[src/rtl/skeleton_frame_scheduler.sv]
// ----------------------------------------------------------------------------
// skeleton_frame_scheduler
//
// Frame-level admission controller in front of the skeletonizer. Exactly one
// complete camera frame is forwarded into the skeletonizer at a time. Pixel
// writes are blocked while the skeletonizer is thinning or outputting, and
// frames that start during that window are counted as dropped. A watchdog
// pulses a recovery reset into the skeletonizer if it stays busy too long.
//
// Ports:
//   clk_in, rst_in            single clock, asynchronous active-high reset
//   enable_in                 permits frame admission (sampled in IDLE and at
//                             completion / recovery exit only)
//   hcount_in, vcount_in      camera column / row
//   pixel_in, pixel_valid_in  camera binary pixel and its strobe
//   sk_hcount_out, sk_vcount_out, sk_pixel_out
//                             registered camera stream to the skeletonizer
//   sk_pixel_valid_out        registered, gated strobe to the skeletonizer
//   sk_busy_in                skeletonizer busy flag
//   sk_rst_out                registered recovery reset to the skeletonizer
//   frame_done_out            one-cycle pulse per completed frame
//   frames_accepted_out       saturating count of completed frames
//   frames_dropped_out        saturating count of dropped frames
//   timeouts_out              saturating count of watchdog trips
//   state_out                 registered FSM state encoding
// ----------------------------------------------------------------------------
module skeleton_frame_scheduler #(
    parameter int unsigned HORIZONTAL_COUNT = 320,
    parameter int unsigned VERTICAL_COUNT   = 180,
    parameter int unsigned TIMEOUT_CYCLES   = 2_000_000,
    parameter int unsigned RECOVER_CYCLES   = 4
) (
    input  logic                                clk_in,
    input  logic                                rst_in,
    input  logic                                enable_in,
    input  logic [$clog2(HORIZONTAL_COUNT)-1:0] hcount_in,
    input  logic [$clog2(VERTICAL_COUNT)-1:0]   vcount_in,
    input  logic                                pixel_in,
    input  logic                                pixel_valid_in,
    output logic [$clog2(HORIZONTAL_COUNT)-1:0] sk_hcount_out,
    output logic [$clog2(VERTICAL_COUNT)-1:0]   sk_vcount_out,
    output logic                                sk_pixel_out,
    output logic                                sk_pixel_valid_out,
    input  logic                                sk_busy_in,
    output logic                                sk_rst_out,
    output logic                                frame_done_out,
    output logic [15:0]                         frames_accepted_out,
    output logic [15:0]                         frames_dropped_out,
    output logic [7:0]                          timeouts_out,
    output logic [2:0]                          state_out
);

    localparam int HW  = $clog2(HORIZONTAL_COUNT);
    localparam int VW  = $clog2(VERTICAL_COUNT);
    localparam int WDW = $clog2(TIMEOUT_CYCLES + 1);
    localparam int RCW = $clog2(RECOVER_CYCLES + 1);

    localparam logic [HW-1:0]  H_LAST  = HW'(HORIZONTAL_COUNT - 1);
    localparam logic [VW-1:0]  V_LAST  = VW'(VERTICAL_COUNT - 1);
    // The trip fires on the edge where the watchdog count would reach
    // TIMEOUT_CYCLES, so compare against the value one below it.
    localparam logic [WDW-1:0] WD_LAST = WDW'(TIMEOUT_CYCLES - 1);
    localparam logic [RCW-1:0] RC_LAST = RCW'(RECOVER_CYCLES - 1);

    typedef enum logic [2:0] {
        ST_IDLE      = 3'd0,
        ST_WAIT_SOF  = 3'd1,
        ST_LOAD      = 3'd2,
        ST_WAIT_BUSY = 3'd3,
        ST_PROCESS   = 3'd4,
        ST_RECOVER   = 3'd5
    } state_t;

    state_t         state_q, state_d;
    logic [WDW-1:0] wd_q;
    logic [RCW-1:0] rc_q;

    logic sof, eof;
    logic fwd;        // forward the current pixel into the skeletonizer
    logic wd_clear;   // entering WAIT_BUSY
    logic wd_inc;     // watchdog running
    logic complete;   // PROCESS saw busy fall
    logic trip;       // watchdog expired
    logic drop;       // SOF arrived while the skeletonizer owns the buffer

    assign sof = pixel_valid_in && (hcount_in == '0) && (vcount_in == '0);
    assign eof = pixel_valid_in && (hcount_in == H_LAST) && (vcount_in == V_LAST);

    assign drop = sof && ((state_q == ST_WAIT_BUSY) ||
                          (state_q == ST_PROCESS)   ||
                          (state_q == ST_RECOVER));

    assign state_out = state_q;

    // ------------------------------------------------------------------------
    // Next-state and control decode
    // ------------------------------------------------------------------------
    always_comb begin
        // NOTE: every signal written here gets a default first so no path
        // leaves one unassigned, which would otherwise infer a latch.
        state_d  = state_q;
        fwd      = 1'b0;
        wd_clear = 1'b0;
        wd_inc   = 1'b0;
        complete = 1'b0;
        trip     = 1'b0;

        case (state_q)
            ST_IDLE: begin
                if (enable_in) state_d = ST_WAIT_SOF;
            end

            ST_WAIT_SOF: begin
                if (sof) begin
                    fwd     = 1'b1;
                    state_d = ST_LOAD;
                end
            end

            ST_LOAD: begin
                // A fresh SOF here simply restarts the frame in place; the
                // skeletonizer addresses its buffer by coordinates.
                fwd = pixel_valid_in;
                if (eof) begin
                    state_d  = ST_WAIT_BUSY;
                    wd_clear = 1'b1;
                end
            end

            ST_WAIT_BUSY: begin
                wd_inc = 1'b1;
                if (wd_q == WD_LAST) begin
                    trip    = 1'b1;
                    state_d = ST_RECOVER;
                end else if (sk_busy_in) begin
                    state_d = ST_PROCESS;
                end
            end

            ST_PROCESS: begin
                wd_inc = 1'b1;
                // Completion is checked first so that busy falling on the
                // very cycle the watchdog expires counts as success.
                if (!sk_busy_in) begin
                    complete = 1'b1;
                    state_d  = enable_in ? ST_WAIT_SOF : ST_IDLE;
                end else if (wd_q == WD_LAST) begin
                    trip    = 1'b1;
                    state_d = ST_RECOVER;
                end
            end

            ST_RECOVER: begin
                if (rc_q == RC_LAST) state_d = enable_in ? ST_WAIT_SOF : ST_IDLE;
            end

            default: state_d = ST_IDLE;
        endcase
    end

    // ------------------------------------------------------------------------
    // State, watchdog and recovery timers
    // ------------------------------------------------------------------------
    always_ff @(posedge clk_in or posedge rst_in) begin
        if (rst_in) begin
            state_q <= ST_IDLE;
            wd_q    <= '0;
            rc_q    <= '0;
        end else begin
            // NOTE: sequential state uses non-blocking assignments so every
            // register samples pre-edge values regardless of statement order.
            state_q <= state_d;

            if (wd_clear)    wd_q <= '0;
            else if (wd_inc) wd_q <= wd_q + 1'b1;

            // Counts cycles already spent in RECOVER; zero on entry.
            if ((state_q == ST_RECOVER) && (state_d == ST_RECOVER)) rc_q <= rc_q + 1'b1;
            else                                                    rc_q <= '0;
        end
    end

    // ------------------------------------------------------------------------
    // Registered outputs
    // ------------------------------------------------------------------------
    always_ff @(posedge clk_in or posedge rst_in) begin
        if (rst_in) begin
            // NOTE: the forward-path registers are reset too, because the
            // skeletonizer must see a clean, all-zero interface while the
            // system reset is asserted.
            sk_hcount_out       <= '0;
            sk_vcount_out       <= '0;
            sk_pixel_out        <= 1'b0;
            sk_pixel_valid_out  <= 1'b0;
            sk_rst_out          <= 1'b0;
            frame_done_out      <= 1'b0;
            frames_accepted_out <= '0;
            frames_dropped_out  <= '0;
            timeouts_out        <= '0;
        end else begin
            // Coordinates and data pass through every cycle; only the strobe
            // is gated, since the frame buffer writes on every valid pixel.
            sk_hcount_out      <= hcount_in;
            sk_vcount_out      <= vcount_in;
            sk_pixel_out       <= pixel_in;
            sk_pixel_valid_out <= fwd;

            sk_rst_out     <= (state_d == ST_RECOVER);
            frame_done_out <= complete;

            if (complete && (frames_accepted_out != '1)) frames_accepted_out <= frames_accepted_out + 1'b1;
            if (drop && (frames_dropped_out != '1))      frames_dropped_out  <= frames_dropped_out + 1'b1;
            if (trip && (timeouts_out != '1))            timeouts_out        <= timeouts_out + 1'b1;
        end
    end

endmodule

[config.mk]
export PLATFORM = sky130hd
export DESIGN_NAME = skeleton_frame_scheduler
export DESIGN_NICKNAME = d
export VERILOG_FILES = /design/src/rtl/skeleton_frame_scheduler.sv
export SDC_FILE = /design/constraint.sdc
export NUM_CORES = 1
export LEC_CHECK = 0
export BUFFER_PORTS_ARGS = -buffer_cell sky130_fd_sc_hd__buf_2
export CORE_MARGIN = 3
export CORE_UTILIZATION = 50
export DETAILED_ROUTE_END_ITERATION = 16
export PLACE_DENSITY_LB_ADDON = 0.08
export SETUP_SLACK_MARGIN = 0.3
export SLEW_MARGIN = 20
export SYNTH_ARGS = -nofsm -noshare
export SYNTH_HDL_FRONTEND = slang
export SYNTH_SLANG_ARGS = --single-unit
[constraint.sdc]
create_clock -name clk_in -period 5.45 [get_ports clk_in]
set_clock_uncertainty 0.15 [all_clocks]
set_input_delay 0.2725 -clock clk_in [delete_from_list [all_inputs] [get_ports clk_in]]
set_output_delay 0.2725 -clock clk_in [all_outputs]
set_load 0.05 [all_outputs]
Word level (Yosys, flattened, before mapping). Cells that the tools add are included.

Flip-flop bits (word level): 88. Bits of input ports: 23.

Add/sub/neg operators: 5. Equality and inequality tests: 13. Muxes and demuxes: 23. Reduce and logical (&&, ||, !) cells: 16.

Operators by type and width (number): $mux W21 (2); $add A16 B1 Y16 const B (2); $ne A16 B16 Y1 const B (2); $mux W3 (9); $add A21 B1 Y21 const B (1); $eq A21 B21 Y1 const B (1); $pmux W3 S6 (1); $eq A3 B2 Y1 const B (3); $eq A3 B3 Y1 const B (3); $eq A9 B9 Y1 const B (1); $logic_and A1 B1 Y1 (9); $logic_not A9 Y1 (1); $mux W1 (9); $add A8 B1 Y8 const B (1); $eq A8 B8 Y1 const B (1); $logic_not A8 Y1 (1); $ne A8 B8 Y1 const B (1); $pmux W1 S2 (2); $add A3 B1 Y3 const B (1); $eq A3 B1 Y1 const B (1); $logic_not A3 Y1 (1); $logic_or A1 B1 Y1 (2); $reduce_bool A2 Y1 (1); $reduce_or A2 Y1 (1).

Longest topological paths before layout.
Depth after elaboration: 8. Mapped depth: 7. Depth with buffers taken out: 7.

Worst setup path after synthesis. OpenSTA, ideal clock, no wires.

Kind: register -> register. From: reg state_q[2], in the netlist state_out[2]. To: reg frames_dropped_out[1]. Setup time: 0.127 ns. Arrival time: 2.125 ns. Required time: 5.173 ns. Path slack: 3.047 ns. Stages on the path, launching flop included: 5. Buffers on the path: 0. Cells stage by stage: dfrtp_1 nand3b_2 a2111oi_4 and2_2 mux2_1.

Longest elaborated chain between the ends: 5.

RTL lines: from (decl) (line 74) `state_t state_q, state_d;`; from (signal assigned) (line 172) `state_q <= state_d;`; $eq A3 B2 Y1 or $eq A3 B3 Y1 (tied branches) (line 89, 90); $logic_or A1 B1 Y1 (line 89) `assign drop = sof && ((state_q == ST_WAIT_BUSY) ||`; $logic_or A1 B1 Y1 (*) (line 90) `(state_q == ST_PROCESS) ||`; $logic_and A1 B1 Y1 (*) (line 89); $logic_and A1 B1 Y1 (*) (line 212) `if (drop && (frames_dropped_out != '1)) frames_dropped_out <= frames_dropped_out + 1'b1;`; to (signal assigned) (line 212); to (decl) (line 48) `output logic [15:0] frames_dropped_out,`.

Mark *: on every way between the ends. The rest lies on a longest branch, timed or not. A chain may end at the register's enable or synchronous reset.

Worst setup path in the final report.
From: in vcount_in[1]. To: reg frames_dropped_out[1].

Longest elaborated chain between the ends: 4.

RTL lines: from (decl) (line 37) `input logic [$clog2(VERTICAL_COUNT)-1:0] vcount_in,`; $logic_not A8 Y1 (line 86) `assign sof = pixel_valid_in && (hcount_in == '0) && (vcount_in == '0);`; $logic_and A1 B1 Y1 (line 86); $logic_and A1 B1 Y1 (line 89); $logic_and A1 B1 Y1 (line 212).

Every way passes these cells.

==> flow_summary.ini <==
[pwr]
pwr-share-clk_pct = 41.8
power.share.switching_pct = 22.4
leak_pwr_uw = 0.00232
power.net_switching_uw = 286
p_per_area_nw_per_um2 = 256
power.sequential.fraction_pct = 52.0
vdd.ir_drop.worst_mv = 0.156
p_total_uw = 1280
internal_power_uw = 991
combinationalPowerShare_pct = 6.3

[yosys]
synthesis.area_um2 = 4050
synthesis.yosys.warnings = 0
syn_area_per_cell_um2 = 11.2
syn_inst = 361
synth_async_sr_flop_share_pct = 100
post_synth_edffs = 0
synth_cell_types = 51
dominantRegCellSynth = sky130_fd_sc_hd__dfrtp_1
postSynthRegisterBits = 88
synth_fp_nets = 390
sequential_fraction_of_the_synthesis_area_pct = 54.4

[clock_network]
cts_tree = yes
cts_htree_levels = 3
numCtsBuffers = 9
postCtsSetupBuffers = 0
clk_root_buffer_cell = sky130_fd_sc_hd__clkbuf_8
tritoncts_num_sinks = 88
clk_latency_ns = 0.34
clk_pin_slew_worst_paths_ns = 0.09
clock_path_buffers = 2
cts_resized = 0

[floorplan]
initial_utilization_pct = 51.8
die-area_um2 = 9210
die_y_um = 96.0
pin_count = 87
dieWidth_um = 96.0
coreArea_um2 = 7810
rows = 32

[worst_setup_path]
crit_path_end_kind = flip-flop
arrival_ns = 2.98
path_max_fanout = 16
critical-path-top-delay-family = simple AND/OR/NAND/NOR gates
timing.critical_path.cells = dlygate4sd3_1 -> buf_2 -> or4_4 -> a2111oi_4 -> and2_2 -> mux2_1
path_buf_inv = 2
critical_path.max_stage_delay_ns = 0.80
cp_slowest_cell = sky130_fd_sc_hd__a2111oi_4
critical_path_class = in2reg
worst_ep_required_time_ns = 5.54
timing.critical_path.from_type = input pin

[place]
dp_worst_setup_slack_ns = 2.76
place.gp.congestion = 0.756
io_buffers = 86
detailed_placer_s_ending_hpwl_mm = 5.86

[final_layout]
seq_area_um2 = 2200
antenna_cells = 0
numnets_final = 497
drive_gt1_share_pct = 25.8
multi_input_logic_area_um2 = 1770
syn_to_final_growth_pct = 23.4
layout.filler_cells = 662

[sta]
final.min_clock_period_ns = 2.89
setup_total_negative_slack_ns = 0
worst_slew_margin_relative_to_its_limit_pct = 43.9
final_min_period_over_clock_period_pct = 53.1
setup-violations-final = 0
max_slew.worst_pin.slew_ns = 0.841
worst_path_setup_slack_after_routing_ns = 2.56
timing_max_transition_violations_final = 0
max_freq_mhz = 346
timing.final.hold_violations = 0
rsz0062_at_grt = no

[routing]
ant_nets = 0
avgViaCountPerCell = 5.36
routed_wl_mm = 8.61
dr_total_vias = 3080
remaining_drc_errors = 0
wirelength_per_cell_um = 15.0
drt_first_pass_iters = 4
detail_route.iter0.violations = 113

[outcome]
status = finished, final reports clean

[worst_hold_path]
hold_class = in2reg

[run]
maxCapViolCount = 0

[global_route]
overflow = 0
pin_count_of_the_biggest_net_entering_global_routing = 83
vias_in_the_first_global_route = 2895
grt_usage_pct = 19.6
grt_first_pass_wirelength_mm = 14.2
initial_antenna_violation_count = 0
==> stage by stage <==
stage / cells / area, µm² / hold WS, ns / utilization [%]
floorplan: 361 / 4050 / 0.154 / -
global placement: 540 / 4560 / -0.00320 / 58.5
detailed placement: 540 / 4560 / -0.000594 / 58.5
CTS: 575 / 4990 / 0.00820 / 63.9
global route: 575 / 4990 / 0.0160 / 64.0
finish: 575 / 4990 / 0.0207 / 64.0
==> power groups by stage <==
stage	registers (µW)	logic, µW	clock network [µW]
after floorplan	703	18.1	0
after global placement	677	69.4	0
after detailed placement	677	69.9	0
after CTS	664	80.6	543
after global routing	665	85.9	573
final	664	79.8	533
==> metal layers <==
layer / up-vias / global-route usage (%) / part of all wire (%)
li1: 1511 / - / -
met1: 1487 / 26.6 / 46
met2: 68 / 31.9 / 47
met3: 14 / 3.52 / 4.5
met4: 0 / 6.52 / 1.6
met5: - / 0 / 0
==> synth_stat cells, drive strengths merged, types with 3 or more instances <==
cell / count / share of area (%)
inv: 4 / 0.37
buf: 7 / 1.2
nand2: 24 / 2.2
and2: 4 / 0.65
nor4: 6 / 1.1
clkbuf: 4 / 0.37
nor2: 28 / 2.6
nor4b: 3 / 0.65
xor2: 19 / 4.1
and3: 24 / 3.7
a21oi: 8 / 0.99
nor3b: 3 / 0.56
a31oi: 4 / 0.62
nor3: 4 / 0.49
o21ai: 3 / 0.37
o21a: 3 / 0.56
and4: 6 / 1.3
mux2: 7 / 1.9
nand4: 24 / 3.7
dfrtp: 88 / 54
nand3: 25 / 3.1
xnor2: 28 / 6.1
o31a: 3 / 0.68
ha: 6 / 1.9
nand2b: 4 / 0.62
==> area by class of cell <==
class	instances	area share, %
clock inverter	5	2.08
multi-input combinational	258	35.5
clock buffer	11	2.63
timing repair buffer	107	12.8
sequential	88	44.1
inverter	4	0.326
tap	102	2.56
==> state kept, by name (all words and copies together) (netlist names) <==
signal               cells
frames_accepted_out     16
sk_vcount_out            8
sk_pixel_valid_out       1
state_out                3
frames_dropped_out      16
frame_done_out           1
wd_q                    21
sk_hcount_out            9
rc_q                     3
sk_rst_out               1
timeouts_out             8
sk_pixel_out             1
==> cell families (layout without fill, tap and decap cells) <==
group | count (synthesis) | in the layout | share of synthesized area, %
buffers and inverters | 15 | 127 | 1.92
muxes | 7 | 7 | 1.95
and+or+nand+nor | 168 | 168 | 23.6
xor gates and xnor gates | 47 | 47 | 10.2
DFF | 88 | 88 | 54.4
adders and majority gates | 6 | 6 | 1.86
AOI/OAI and AO/OA | 30 | 30 | 6.12
==> final timing paths <==
path | from | endpoint | slack (ns) | depth (start not counted)
max | vcount_in[1] | frames_dropped_out[1]$_DFFE_PP0P_ | 2.56 | 6
min | pixel_valid_in | sk_pixel_valid_out$_DFF_PP0_ | 0.02 | 2
max reg2reg | state_out[2]$_DFF_PP0_ | frames_dropped_out[1]$_DFFE_PP0P_ | 2.81 | 4
min reg2reg | rc_q[0]$_DFF_PP0_ | rc_q[0]$_DFF_PP0_ | 0.29 | 1
max in group asynchronous | rst_in | sk_hcount_out[7]$_DFF_PP0_ | 4.02 | 4
min in group asynchronous | rst_in | frames_dropped_out[12]$_DFFE_PP0P_ | 0.18 | 3
==> layout by cell type, fill, tap and decap left out, types with 2 or more instances in the layout <==
cell type                       Yosys  routed
sky130_fd_sc_hd__dfrtp_1           88      88
sky130_fd_sc_hd__buf_2              5      86
sky130_fd_sc_hd__xnor2_1           28      28
sky130_fd_sc_hd__nor2_1            28      28
sky130_fd_sc_hd__nand3_1           25      25
sky130_fd_sc_hd__nand2_1           24      24
sky130_fd_sc_hd__and3_1            24      24
sky130_fd_sc_hd__nand4_1           24      24
sky130_fd_sc_hd__xor2_1            19      19
sky130_fd_sc_hd__dlygate4sd3_1      0      19
sky130_fd_sc_hd__clkbuf_8           0       9
sky130_fd_sc_hd__a21oi_1            8       8
sky130_fd_sc_hd__and4_1             6       6
sky130_fd_sc_hd__ha_1               6       6
sky130_fd_sc_hd__mux2_2             5       5
sky130_fd_sc_hd__nor4_1             5       4
sky130_fd_sc_hd__nand2b_1           4       4
sky130_fd_sc_hd__nor3_1             4       4
sky130_fd_sc_hd__a31oi_1            4       4
sky130_fd_sc_hd__o21a_1             3       3
sky130_fd_sc_hd__nor4b_1            3       3
sky130_fd_sc_hd__inv_1              4       3
sky130_fd_sc_hd__nor3b_1            3       3
sky130_fd_sc_hd__o21ai_0            3       3
sky130_fd_sc_hd__bufinv_16          0       3
sky130_fd_sc_hd__nor4_2             1       2
sky130_fd_sc_hd__a2111oi_4          2       2
sky130_fd_sc_hd__and2_1             2       2
sky130_fd_sc_hd__o31a_1             2       2
sky130_fd_sc_hd__a41oi_1            2       2
sky130_fd_sc_hd__clkinv_2           0       2
sky130_fd_sc_hd__mux2_1             2       2
sky130_fd_sc_hd__clkbuf_1           4       2
==> what timing repair did <==
item | 4_1_cts | 5_1_grt
hold endpoints to repair | 24 | 0
endpoints found under the setup margin | 0 | 0
hold buffers | 19 | 0
Note: power is estimated with default switching activity, not from simulation.
